### src/rtl/lfsr_hist_reg.sv
// -----------------------------------------------------------------------------
// lfsr_hist_reg
// WIDTH-bit left-shift history register. The serial input enters at bit 0, so
// hist_o[i] holds the bit received i+1 shifts ago.
//   clk_i   : rising-edge clock
//   rst_i   : asynchronous active-high clear
//   clr_i   : synchronous clear (takes priority over shift)
//   shift_i : shift enable
//   din_i   : serial input bit
//   hist_o  : current history contents
// -----------------------------------------------------------------------------
module lfsr_hist_reg #(
  parameter int WIDTH = 4
) (
  input  logic             clk_i,
  input  logic             rst_i,
  input  logic             clr_i,
  input  logic             shift_i,
  input  logic             din_i,
  output logic [WIDTH-1:0] hist_o
);

  logic [WIDTH-1:0] hist_q;
  logic [WIDTH-1:0] hist_d;

  // Next history: clear, shift in a new bit, or hold.
  always_comb begin
    if (clr_i) begin
      hist_d = {WIDTH{1'b0}};
    end else if (shift_i) begin
      hist_d = {hist_q[WIDTH-2:0], din_i};
    end else begin
      hist_d = hist_q;
    end
  end

  // History storage with asynchronous clear.
  always_ff @(posedge clk_i or posedge rst_i) begin
    if (rst_i) begin
      hist_q <= {WIDTH{1'b0}};
    end else begin
      hist_q <= hist_d;
    end
  end

  assign hist_o = hist_q;

endmodule

### config.mk
export PLATFORM = sky130hd
export DESIGN_NAME = lfsr_hist_reg
export DESIGN_NICKNAME = d
export VERILOG_FILES = /design/src/rtl/lfsr_hist_reg.sv
export SDC_FILE = /design/constraint.sdc
export NUM_CORES = 1
export LEC_CHECK = 0
export ABC_AREA = 1
export CAP_MARGIN = 0
export CORE_AREA = 5 5 42 44
export DETAILED_ROUTE_END_ITERATION = 8
export DIE_AREA = 0 0 47 49
export PLACE_DENSITY = 0.32
export SLEW_MARGIN = 20
export SYNTH_ARGS = -nofsm -noshare
export SYNTH_HDL_FRONTEND = slang
export SYNTH_SLANG_ARGS = --single-unit
### constraint.sdc
create_clock -name clk_i -period 0.8 [get_ports clk_i]
set_input_delay 0.2 -clock clk_i [delete_from_list [all_inputs] [get_ports clk_i]]
set_output_delay 0.2 -clock clk_i [all_outputs]
set_load 0.01 [all_outputs]
==> impl_metrics.py, run 1 <==
metrics = {
    "run_status": {
        "violations": "negative setup slack",
        "run_status": "complete, but fails checks",
    },
    "drt": {
        "routed_wirelength_um": 483,
        "vias": 184,
        "drt_iter0_drc": 0,
        "routedWlPerCell_um": 9.66,
        "vias_per_cell": 3.68,
        "drt_drc_violations_left": 0,
        "final_antenna_net_count": 0,
        "detail_route.first_pass.iterations": 1,
    },
    "yosys": {
        "synth_compound_area_share_pct": 0,
        "dominant_combinational_cell_family_by_area_after_synthesis": "simple AND/OR/NAND/NOR gates",
        "synth_sequential_area_ratio_pct": 61.1,
        "mean_area_per_synthesized_cell_um2": 8.63,
        "flop_and_latch_count_out_of_synthesis": 4,
        "area_of_the_mapped_netlist_um2": 164,
        "synth_fp_nets": 24,
        "post_synth_mux_area_share_pct": 0,
        "synth_cell_type_count": 5,
        "synth-simple-area-share_pct": 34.4,
        "post_synth_fa_ha_maj_area_fraction_pct": 0,
        "netlist_instances": 19,
        "yosysWarnings": 0,
        "synth_xor_area_share_pct": 0,
    },
    "pwr": {
        "power.ir.vdd_worst_v": 0.000521,
        "post-layout-total-power_uw": 532,
        "power_per_cell_area_mw_per_mm2": 1770,
        "power.leakage_uw": 0.000183,
    },
    "setup_path": {
        "critical-path-slowest-cell": "sky130_fd_sc_hd__dfrtp_1",
        "worst_setup_path_startpoint": "hist_o[1]",
        "timing.critical_path.cells": "buf_2",
        "timing.critical_path.depth": 1,
        "path_buf_inv": 1,
        "terminus_of_the_critical_flop_to_flop_path": "hist_o[2]",
        "path_max_fanout": 2,
        "critical_path.max_stage_delay_ps": 380,
        "worstReg2RegStart": "hist_o[1]",
        "crit_required_ps": 600,
        "cp-endpoint": "hist_o[1]",
        "timing_worst_setup_path_type": "flip-flop to primary output",
        "r2r_cells": 3,
        "timing.critical_path.max_delay_family": "flip-flops",
        "r2r_setup_slack_ps": 50,
        "startpoint_type": "flip-flop",
        "setup.worst_path.end_class": "primary output",
        "wp_data_arrival_ps": 760,
    },
    "placement": {
        "hpwlAfterDp_um": 338,
        "gp_routability_congestion": 0.643,
        "numPortBuffers": 8,
        "post-place-ws_ps": -270,
        "post_dp_cell_area_um2": 287,
    },
    "floorplanning": {
        "floorplan.io_pins": 9,
        "core_region_area_mm2": 0.00140,
        "die_height_um": 49,
        "die_area_mm2": 0.00230,
        "die_x_um": 47,
        "floorplan.rows": 14,
        "initial_core_utilization_pct": 11.7,
    },
    "timing": {
        "clock-skew-final_ps": 2.64,
        "post-route-worst-setup-slack_ps": -158,
        "worst_slew_margin_rel_pct": 88.1,
        "timing.final.setup_violations": 4,
        "worstMarginPinSlew_ps": 178,
        "timing.final.crit_period_ps": 958,
        "fin_crit_sh_pct": 120,
        "hold_violations": 0,
        "maxSlewViolCount": 0,
        "fmax_ghz": 1.04,
        "rsz_0062_raised_after_global_routing": "true",
    },
    "final_layout": {
        "post_route_cells_drive_above_1_share_pct": 41.2,
        "antenna_cells_inserted": 0,
        "finalCoreUtilization_pct": 21.4,
        "largest_register_ffs": 4,
        "most_common_cell_after_layout_fill_and_taps_aside": "sky130_fd_sc_hd__nand2_1",
        "ff_latch_area_um2": 100,
        "layout.cell_area.non_filler_um2": 300,
        "fillerInstances": 167,
        "design.final.nets": 41,
        "area_delta_synth_final_pct": 83.2,
        "multi_input_comb_area_um2": 58.8,
        "layout.cells.most_common_list": "7 x sky130_fd_sc_hd__nand2_1, 4 x sky130_fd_sc_hd__nand3_1, 4 x sky130_fd_sc_hd__dfrtp_1, 4 x sky130_fd_sc_hd__buf_2, 4 x sky130_fd_sc_hd__buf_4",
    },
    "cts": {
        "clock_sink_count": 4,
        "cts_root_buf": "sky130_fd_sc_hd__clkbuf_4",
        "cts_tree": "done",
        "clkTransAtPathRegs_ps": 40,
        "clock_insertion_delay_worst_skew_ps": 240,
        "clk_buf_depth": 2,
        "cts.hold.buffers_added": 0,
        "cts-htree-levels": 1,
        "numCtsBuffers": 3,
    },
    "run": {
        "drv.max_cap_violation_count": 0,
    },
    "global_routing": {
        "grt_start_max_net_pins": 6,
        "globalRouteTotalUtil_pct": 5.72,
        "grt_pass1_wl_um": 800,
        "grt_remaining_overflow": 0,
        "initial_antenna_violation_count": 0,
        "first_global_vias": 193,
    },
    "worst_hold_path": {
        "min-delay-path-class": "input port to async pin",
    },
}
[Yosys cell counts, drive strengths merged]
library cell  number  area, µm²
nand2              8       30.0
dfrtp              4        100
nand3              4       20.0
inv                2       7.51
nor2               1       6.26
[layer usage]
metal / vias up / track usage [%] / routed length (µm) / share of wire (%)
li1: 90 / - / - / -
met1: 79 / 6.00 / 212 / 44
met2: 12 / 5.88 / 175 / 36
met3: 3 / 4.80 / 72 / 15
met4: 0 / 6.91 / 23 / 4.8
met5: - / 0 / 0 / 0
[area by class of cell]
| class | instances | share of cell area (%) |
|---|---|---|
| flip-flops and latches | 4 | 33.3 |
| repair buffers | 12 | 30.4 |
| multi-input cells | 13 | 19.6 |
| inverters | 2 | 2.50 |
| well taps | 16 | 6.67 |
| clock buffers | 3 | 7.50 |
[worst reg2reg max path, delay by kind of cell, from the launching register on]
| kind | cells | cell delay [ps] |
|---|---|---|
| and+or+nand+nor | 2 | 130 |
| buffers and inverters | 1 | 140 |
| DFF | 1 | 380 |
[metrics by stage]
stage / std cells / hold slack (ps) / setup TNS (ps)
floorplan: 19 / -33.9 / 0
global placement: 46 / 403 / -2130
detailed placement: 46 / 410 / -2100
CTS: 50 / 147 / -625
global route: 50 / 189 / -711
finish: 50 / 143 / -613
[cells by family (layout without fill, tap and decap cells)]
| logic type | Yosys count | count (layout) |
|---|---|---|
| DFF | 4 | 4 |
| buffers and inverters | 2 | 17 |
| and+or+nand+nor | 13 | 13 |
[power by group]
part | leakage (µW) | total [µW] | switching, µW | internal, µW
Combinational | 0.000114 | 56.5 | 26.7 | 29.8
Clock | 0.0000138 | 264 | 95.3 | 169
Sequential | 0.0000549 | 212 | 3.12 | 209
[worst min-delay path by stage]
stage	slack, ps	end
finish	140	hist_o[2]
global route	190	hist_o[1]
CTS	150	hist_o[2]
detailed placement	410	hist_o[2]
global placement	400	hist_o[3]
floorplan	-30	hist_o[0]
[what timing repair did]
item                                    CTS  global route
endpoints found under the setup margin    8             8
gates resized for setup                  17             3
pin swaps                                 2             1
setup buffers                             2             1
No activity file was read; power rests on OpenSTA's default activity.
==> run 2: changes to the inputs <==
--- a/config.mk
+++ b/config.mk
@@ -6,7 +6,6 @@
 export NUM_CORES = 1
 export LEC_CHECK = 0
 export ABC_AREA = 1
-export CAP_MARGIN = 0
 export CORE_AREA = 5 5 42 44
 export DETAILED_ROUTE_END_ITERATION = 8
 export DIE_AREA = 0 0 47 49
==> constraint.sdc (replaced) <==
create_clock -name clk_i -period 0.8 [get_ports clk_i]
set_input_delay 0.2 -clock clk_i [delete_from_list [all_inputs] [get_ports clk_i]]
set_output_delay 0.2 -clock clk_i [all_outputs]
set_load 0.02 [all_outputs]
==> impl_metrics.py, run 2 (same netlist as run 1, synthesis figures left out) <==
metrics = {
    "run_status": {
        "run_status": "complete, but fails checks",
        "violations": "negative setup slack",
    },
    "timing": {
        "hold_violations": 0,
        "maxSlewViolCount": 0,
        "post-route-worst-setup-slack_ps": -161,
        "rsz_0062_raised_after_global_routing": "true",
        "clock-skew-final_ps": 1.36,
        "timing.final.crit_period_ps": 961,
        "worstMarginPinSlew_ps": 202,
        "tns_ps": -633,
        "fin_crit_sh_pct": 120,
        "worst_slew_margin_rel_pct": 86.6,
        "fmax_ghz": 1.04,
        "timing.final.setup_violations": 4,
    },
    "drt": {
        "wirelength_met1_um": 210,
        "vias_per_cell": 3.56,
        "drt_iter0_drc": 2,
        "routed_wirelength_um": 485,
        "met3_routed_wirelength_um": 63,
        "vias": 178,
        "topRoutingLayerUsed": "met3",
        "met2RoutedLength_um": 211,
        "detail_route.first_pass.iterations": 2,
        "drt_drc_violations_left": 0,
        "final_antenna_net_count": 0,
        "routedWlPerCell_um": 9.70,
    },
    "placement": {
        "post_dp_cell_area_um2": 287,
        "hpwlAfterDp_um": 338,
        "numPortBuffers": 8,
        "gp_routability_congestion": 0.643,
    },
    "final_layout": {
        "most_common_cell_after_layout_fill_and_taps_aside": "sky130_fd_sc_hd__nand2_1",
        "design.final.nets": 41,
        "antenna_cells_inserted": 0,
        "layout.cell_area.non_filler_um2": 330,
        "area_delta_synth_final_pct": 102,
        "largest_register_ffs": 4,
        "layout.cells.most_common_list": "7 x sky130_fd_sc_hd__nand2_1, 4 x sky130_fd_sc_hd__dfrtp_1, 4 x sky130_fd_sc_hd__buf_6, 4 x sky130_fd_sc_hd__buf_4",
        "post_route_cells_drive_above_1_share_pct": 44.1,
        "fillerInstances": 161,
        "multi_input_comb_area_um2": 63.8,
        "ff_latch_area_um2": 100,
    },
    "setup_path": {
        "r2r_setup_slack_ps": 40,
        "crit_required_ps": 600,
        "setup.worst_path.end_class": "primary output",
        "timing_worst_setup_path_type": "flip-flop to primary output",
        "path_buf_inv": 1,
        "critical_path.max_stage_delay_ps": 390,
        "path_max_fanout": 2,
        "wp_data_arrival_ps": 760,
        "worstReg2RegStart": "hist_o[0]",
        "r2r_cells": 3,
        "timing.critical_path.max_delay_family": "flip-flops",
        "startpoint_type": "flip-flop",
        "terminus_of_the_critical_flop_to_flop_path": "hist_o[1]",
        "timing.critical_path.depth": 1,
        "timing.critical_path.cells": "buf_6",
        "critical-path-slowest-cell": "sky130_fd_sc_hd__dfrtp_1",
    },
    "global_routing": {
        "grt_start_max_net_pins": 6,
        "grt_remaining_overflow": 0,
        "first_global_vias": 195,
        "globalRouteTotalUtil_pct": 5.80,
        "initial_antenna_violation_count": 0,
        "grt_pass1_wl_um": 814,
    },
    "pwr": {
        "power.leakage_uw": 0.000186,
        "power.ir.vdd_worst_v": 0.000512,
        "post-layout-total-power_uw": 541,
        "power_per_cell_area_mw_per_mm2": 1640,
    },
    "floorplanning": {
        "die_height_um": 49,
        "die_area_mm2": 0.00230,
        "core_region_area_mm2": 0.00140,
        "floorplan.rows": 14,
        "die_x_um": 47,
        "floorplan.io_pins": 9,
        "initial_core_utilization_pct": 11.7,
    },
    "cts": {
        "clock_insertion_delay_worst_skew_ps": 240,
        "clock_sink_count": 4,
        "cts-htree-levels": 1,
        "cts.hold.buffers_added": 0,
        "cts_root_buf": "sky130_fd_sc_hd__clkbuf_4",
        "numCtsBuffers": 3,
        "clk_buf_depth": 2,
        "cts_tree": "done",
        "clkTransAtPathRegs_ps": 40,
    },
    "run": {
        "drv.max_cap_violation_count": 0,
    },
    "worst_hold_path": {
        "min-delay-path-class": "input port to async pin",
    },
}
run 2: through the flow:
stage          hold slack, ps  setup slack (ps)  cells  util, %
6_report                  148              -161     50     23.6
5_1_grt                   189              -191     50     23.6
4_1_cts                   147              -177     50     22.9
3_5_place_dp              410              -338     46     20.4
3_3_place_gp              403              -348     46     20.4
2_1_floorplan           -33.9              89.0     19        -
run 2: timing repair:
action	CTS	global route
setup buffers	2	1
gates resized for setup	25	4
endpoints found under the hold margin	0	0
endpoints found under the setup margin	8	8
pin swaps	2	2
gates cloned	0	0
run 2: layer usage:
metal / track usage, % / vias up
met2: 5.88 / 9
met3: 5.17 / 0
met5: 0 / -
li1: - / 91
met4: 6.91 / 0
met1: 6.00 / 78
run 2: worst max path at each step:
stage                          from         to  slack (ps)
after global placement    hist_o[0]  hist_o[0]        -350
after global routing      hist_o[0]  hist_o[0]        -190
final                     hist_o[0]  hist_o[0]        -160
after floorplan           hist_o[0]  hist_o[1]          90
after CTS                 hist_o[0]  hist_o[0]        -180
after detailed placement  hist_o[0]  hist_o[0]        -340
run 2: final cells by class:
cell class              count  area share [%]
inverters                   2            2.27
clock buffers               3            6.82
multi-input cells          13            19.3
well taps                  16            6.06
flip-flops and latches      4            30.3
repair buffers             12            35.2
run 2: power breakdown:
group / total (µW) / internal [µW] / switching (µW)
logic: 69.0 / 36.5 / 32.5
registers: 213 / 209 / 4.32
clock network: 259 / 168 / 90.3
total: 541 / 414 / 127
==> run 3: changes to the inputs <==
--- a/config.mk
+++ b/config.mk
@@ -6,11 +6,12 @@
 export NUM_CORES = 1
 export LEC_CHECK = 0
 export ABC_AREA = 1
+export CELL_PAD_IN_SITES_DETAIL_PLACEMENT = 1
+export CELL_PAD_IN_SITES_GLOBAL_PLACEMENT = 2
 export CORE_AREA = 5 5 42 44
 export DETAILED_ROUTE_END_ITERATION = 8
 export DIE_AREA = 0 0 47 49
-export PLACE_DENSITY = 0.32
-export SLEW_MARGIN = 20
+export PLACE_DENSITY = 0.51
 export SYNTH_ARGS = -nofsm -noshare
 export SYNTH_HDL_FRONTEND = slang
 export SYNTH_SLANG_ARGS = --single-unit
==> impl_metrics.py, run 3 (same netlist as run 1, synthesis figures left out) <==
metrics = {
    "cts": {
        "cts_root_buf": "sky130_fd_sc_hd__clkbuf_4",
        "clkTransAtPathRegs_ps": 30,
        "numCtsBuffers": 3,
        "clk_buf_depth": 2,
        "clock_sink_count": 4,
        "cts-htree-levels": 1,
        "cts.hold.buffers_added": 0,
        "cts_tree": "done",
        "clock_insertion_delay_worst_skew_ps": 230,
    },
    "worst_hold_path": {
        "min-delay-path-class": "input port to async pin",
    },
    "floorplanning": {
        "floorplan.io_pins": 9,
        "floorplan.rows": 14,
        "die_height_um": 49,
        "initial_core_utilization_pct": 11.7,
        "die_area_mm2": 0.00230,
        "core_region_area_mm2": 0.00140,
        "die_x_um": 47,
    },
    "timing": {
        "fmax_ghz": 1.05,
        "maxSlewViolCount": 0,
        "rsz_0062_raised_after_global_routing": "true",
        "worstMarginPinSlew_ps": 288,
        "timing.final.crit_period_ps": 952,
        "timing.final.setup_violations": 8,
        "fin_crit_sh_pct": 119,
        "clock-skew-final_ps": 1.01,
        "fin_worst_hold_slack_ps": 161,
        "hold_violations": 0,
        "worst_slew_margin_rel_pct": 80.8,
        "post-route-worst-setup-slack_ps": -152,
        "tns_ps": -801,
    },
    "setup_path": {
        "timing.critical_path.depth": 1,
        "r2r_setup_slack_ps": -70,
        "timing_worst_setup_path_type": "flip-flop to primary output",
        "setup.worst_path.end_class": "primary output",
        "path_buf_inv": 1,
        "timing.critical_path.cells": "buf_6",
        "timing.critical_path.max_delay_family": "flip-flops",
        "worstReg2RegStart": "hist_o[0]",
        "worst_setup_path_startpoint": "hist_o[3]",
        "startpoint_type": "flip-flop",
        "path_max_fanout": 2,
        "critical_path.max_stage_delay_ps": 380,
        "terminus_of_the_critical_flop_to_flop_path": "hist_o[1]",
        "r2r_cells": 4,
        "wp_data_arrival_ps": 750,
        "critical-path-slowest-cell": "sky130_fd_sc_hd__dfrtp_1",
        "crit_required_ps": 600,
        "cp-endpoint": "hist_o[3]",
    },
    "drt": {
        "routed_wirelength_um": 558,
        "detail_route.first_pass.iterations": 2,
        "vias": 198,
        "vias_per_cell": 3.74,
        "final_antenna_net_count": 0,
        "drt_drc_violations_left": 0,
        "drt_iter0_drc": 4,
        "routedWlPerCell_um": 10.5,
    },
    "final_layout": {
        "finalCoreUtilization_pct": 26.4,
        "largest_register_ffs": 4,
        "design.final.nets": 44,
        "post_route_cells_drive_above_1_share_pct": 54.1,
        "layout.cells.most_common_list": "6 x sky130_fd_sc_hd__nand2_1, 6 x sky130_fd_sc_hd__buf_4, 5 x sky130_fd_sc_hd__buf_6, 4 x sky130_fd_sc_hd__dfrtp_1",
        "final-instance-count-excl-fill": 53,
        "antenna_cells_inserted": 0,
        "area_delta_synth_final_pct": 126,
        "layout.cell_area.non_filler_um2": 370,
    },
    "placement": {
        "numPortBuffers": 8,
        "hpwlAfterDp_um": 400,
        "post_dp_cell_area_um2": 287,
        "gp_routability_congestion": 0.680,
        "placedCellCount": 46,
    },
    "run_status": {
        "run_status": "complete, but fails checks",
        "violations": "negative setup slack",
    },
    "global_routing": {
        "initial_antenna_violation_count": 0,
        "grt_start_max_net_pins": 6,
        "grt_remaining_overflow": 0,
        "globalRouteTotalUtil_pct": 5.44,
        "first_global_vias": 219,
        "grt_pass1_wl_um": 841,
    },
    "pwr": {
        "power_per_cell_area_mw_per_mm2": 1460,
        "power.ir.vdd_worst_v": 0.000605,
        "power.leakage_uw": 0.000198,
    },
    "run": {
        "drv.max_cap_violation_count": 0,
    },
}
run 3: layout make-up:
type | count | area [µm²]
clock buffer | 3 | 22.5
fill | 166 | 1030
timing repair buffer | 15 | 139
inverter | 2 | 7.51
sequential | 4 | 100
tap | 16 | 20.0
multi-input combinational | 13 | 81.3
run 3: per-stage QoR:
stage / total power (µW) / setup slack, ps
floorplan: 236 / 89.0
global placement: 283 / -343
detailed placement: 284 / -348
CTS: 536 / -158
global route: 583 / -179
finish: 540 / -152
run 3: power by group:
part	switching, µW	internal, µW
Combinational	40.0	42.8
Sequential	3.98	209
Clock	76.3	167
Total	120	419
run 3: worst min-delay path by stage:
stage                 to  slack (ps)  cells past startpoint
2_1_floorplan  hist_o[0]         -30                      1
3_5_place_dp   hist_o[3]         410                      2
4_1_cts        hist_o[1]         170                      2
3_3_place_gp   hist_o[3]         410                      2
6_report       hist_o[2]         160                      2
5_1_grt        hist_o[1]         180                      2
run 3: timing repair:
| item | in CTS | in global routing |
|---|---|---|
| setup buffers | 3 | 3 |
| endpoints found under the setup margin | 8 | 5 |
| gates resized for setup | 29 | 4 |
| pin swaps | 2 | 2 |
run 3: per-layer routing:
layer,routed length [µm],vias to the layer above,global-route usage [%]
li1,-,97,-
met1,189,88,4.67
met2,257,11,7.92
met3,96,2,6.64
met4,14,0,1.38
met5,0,-,0
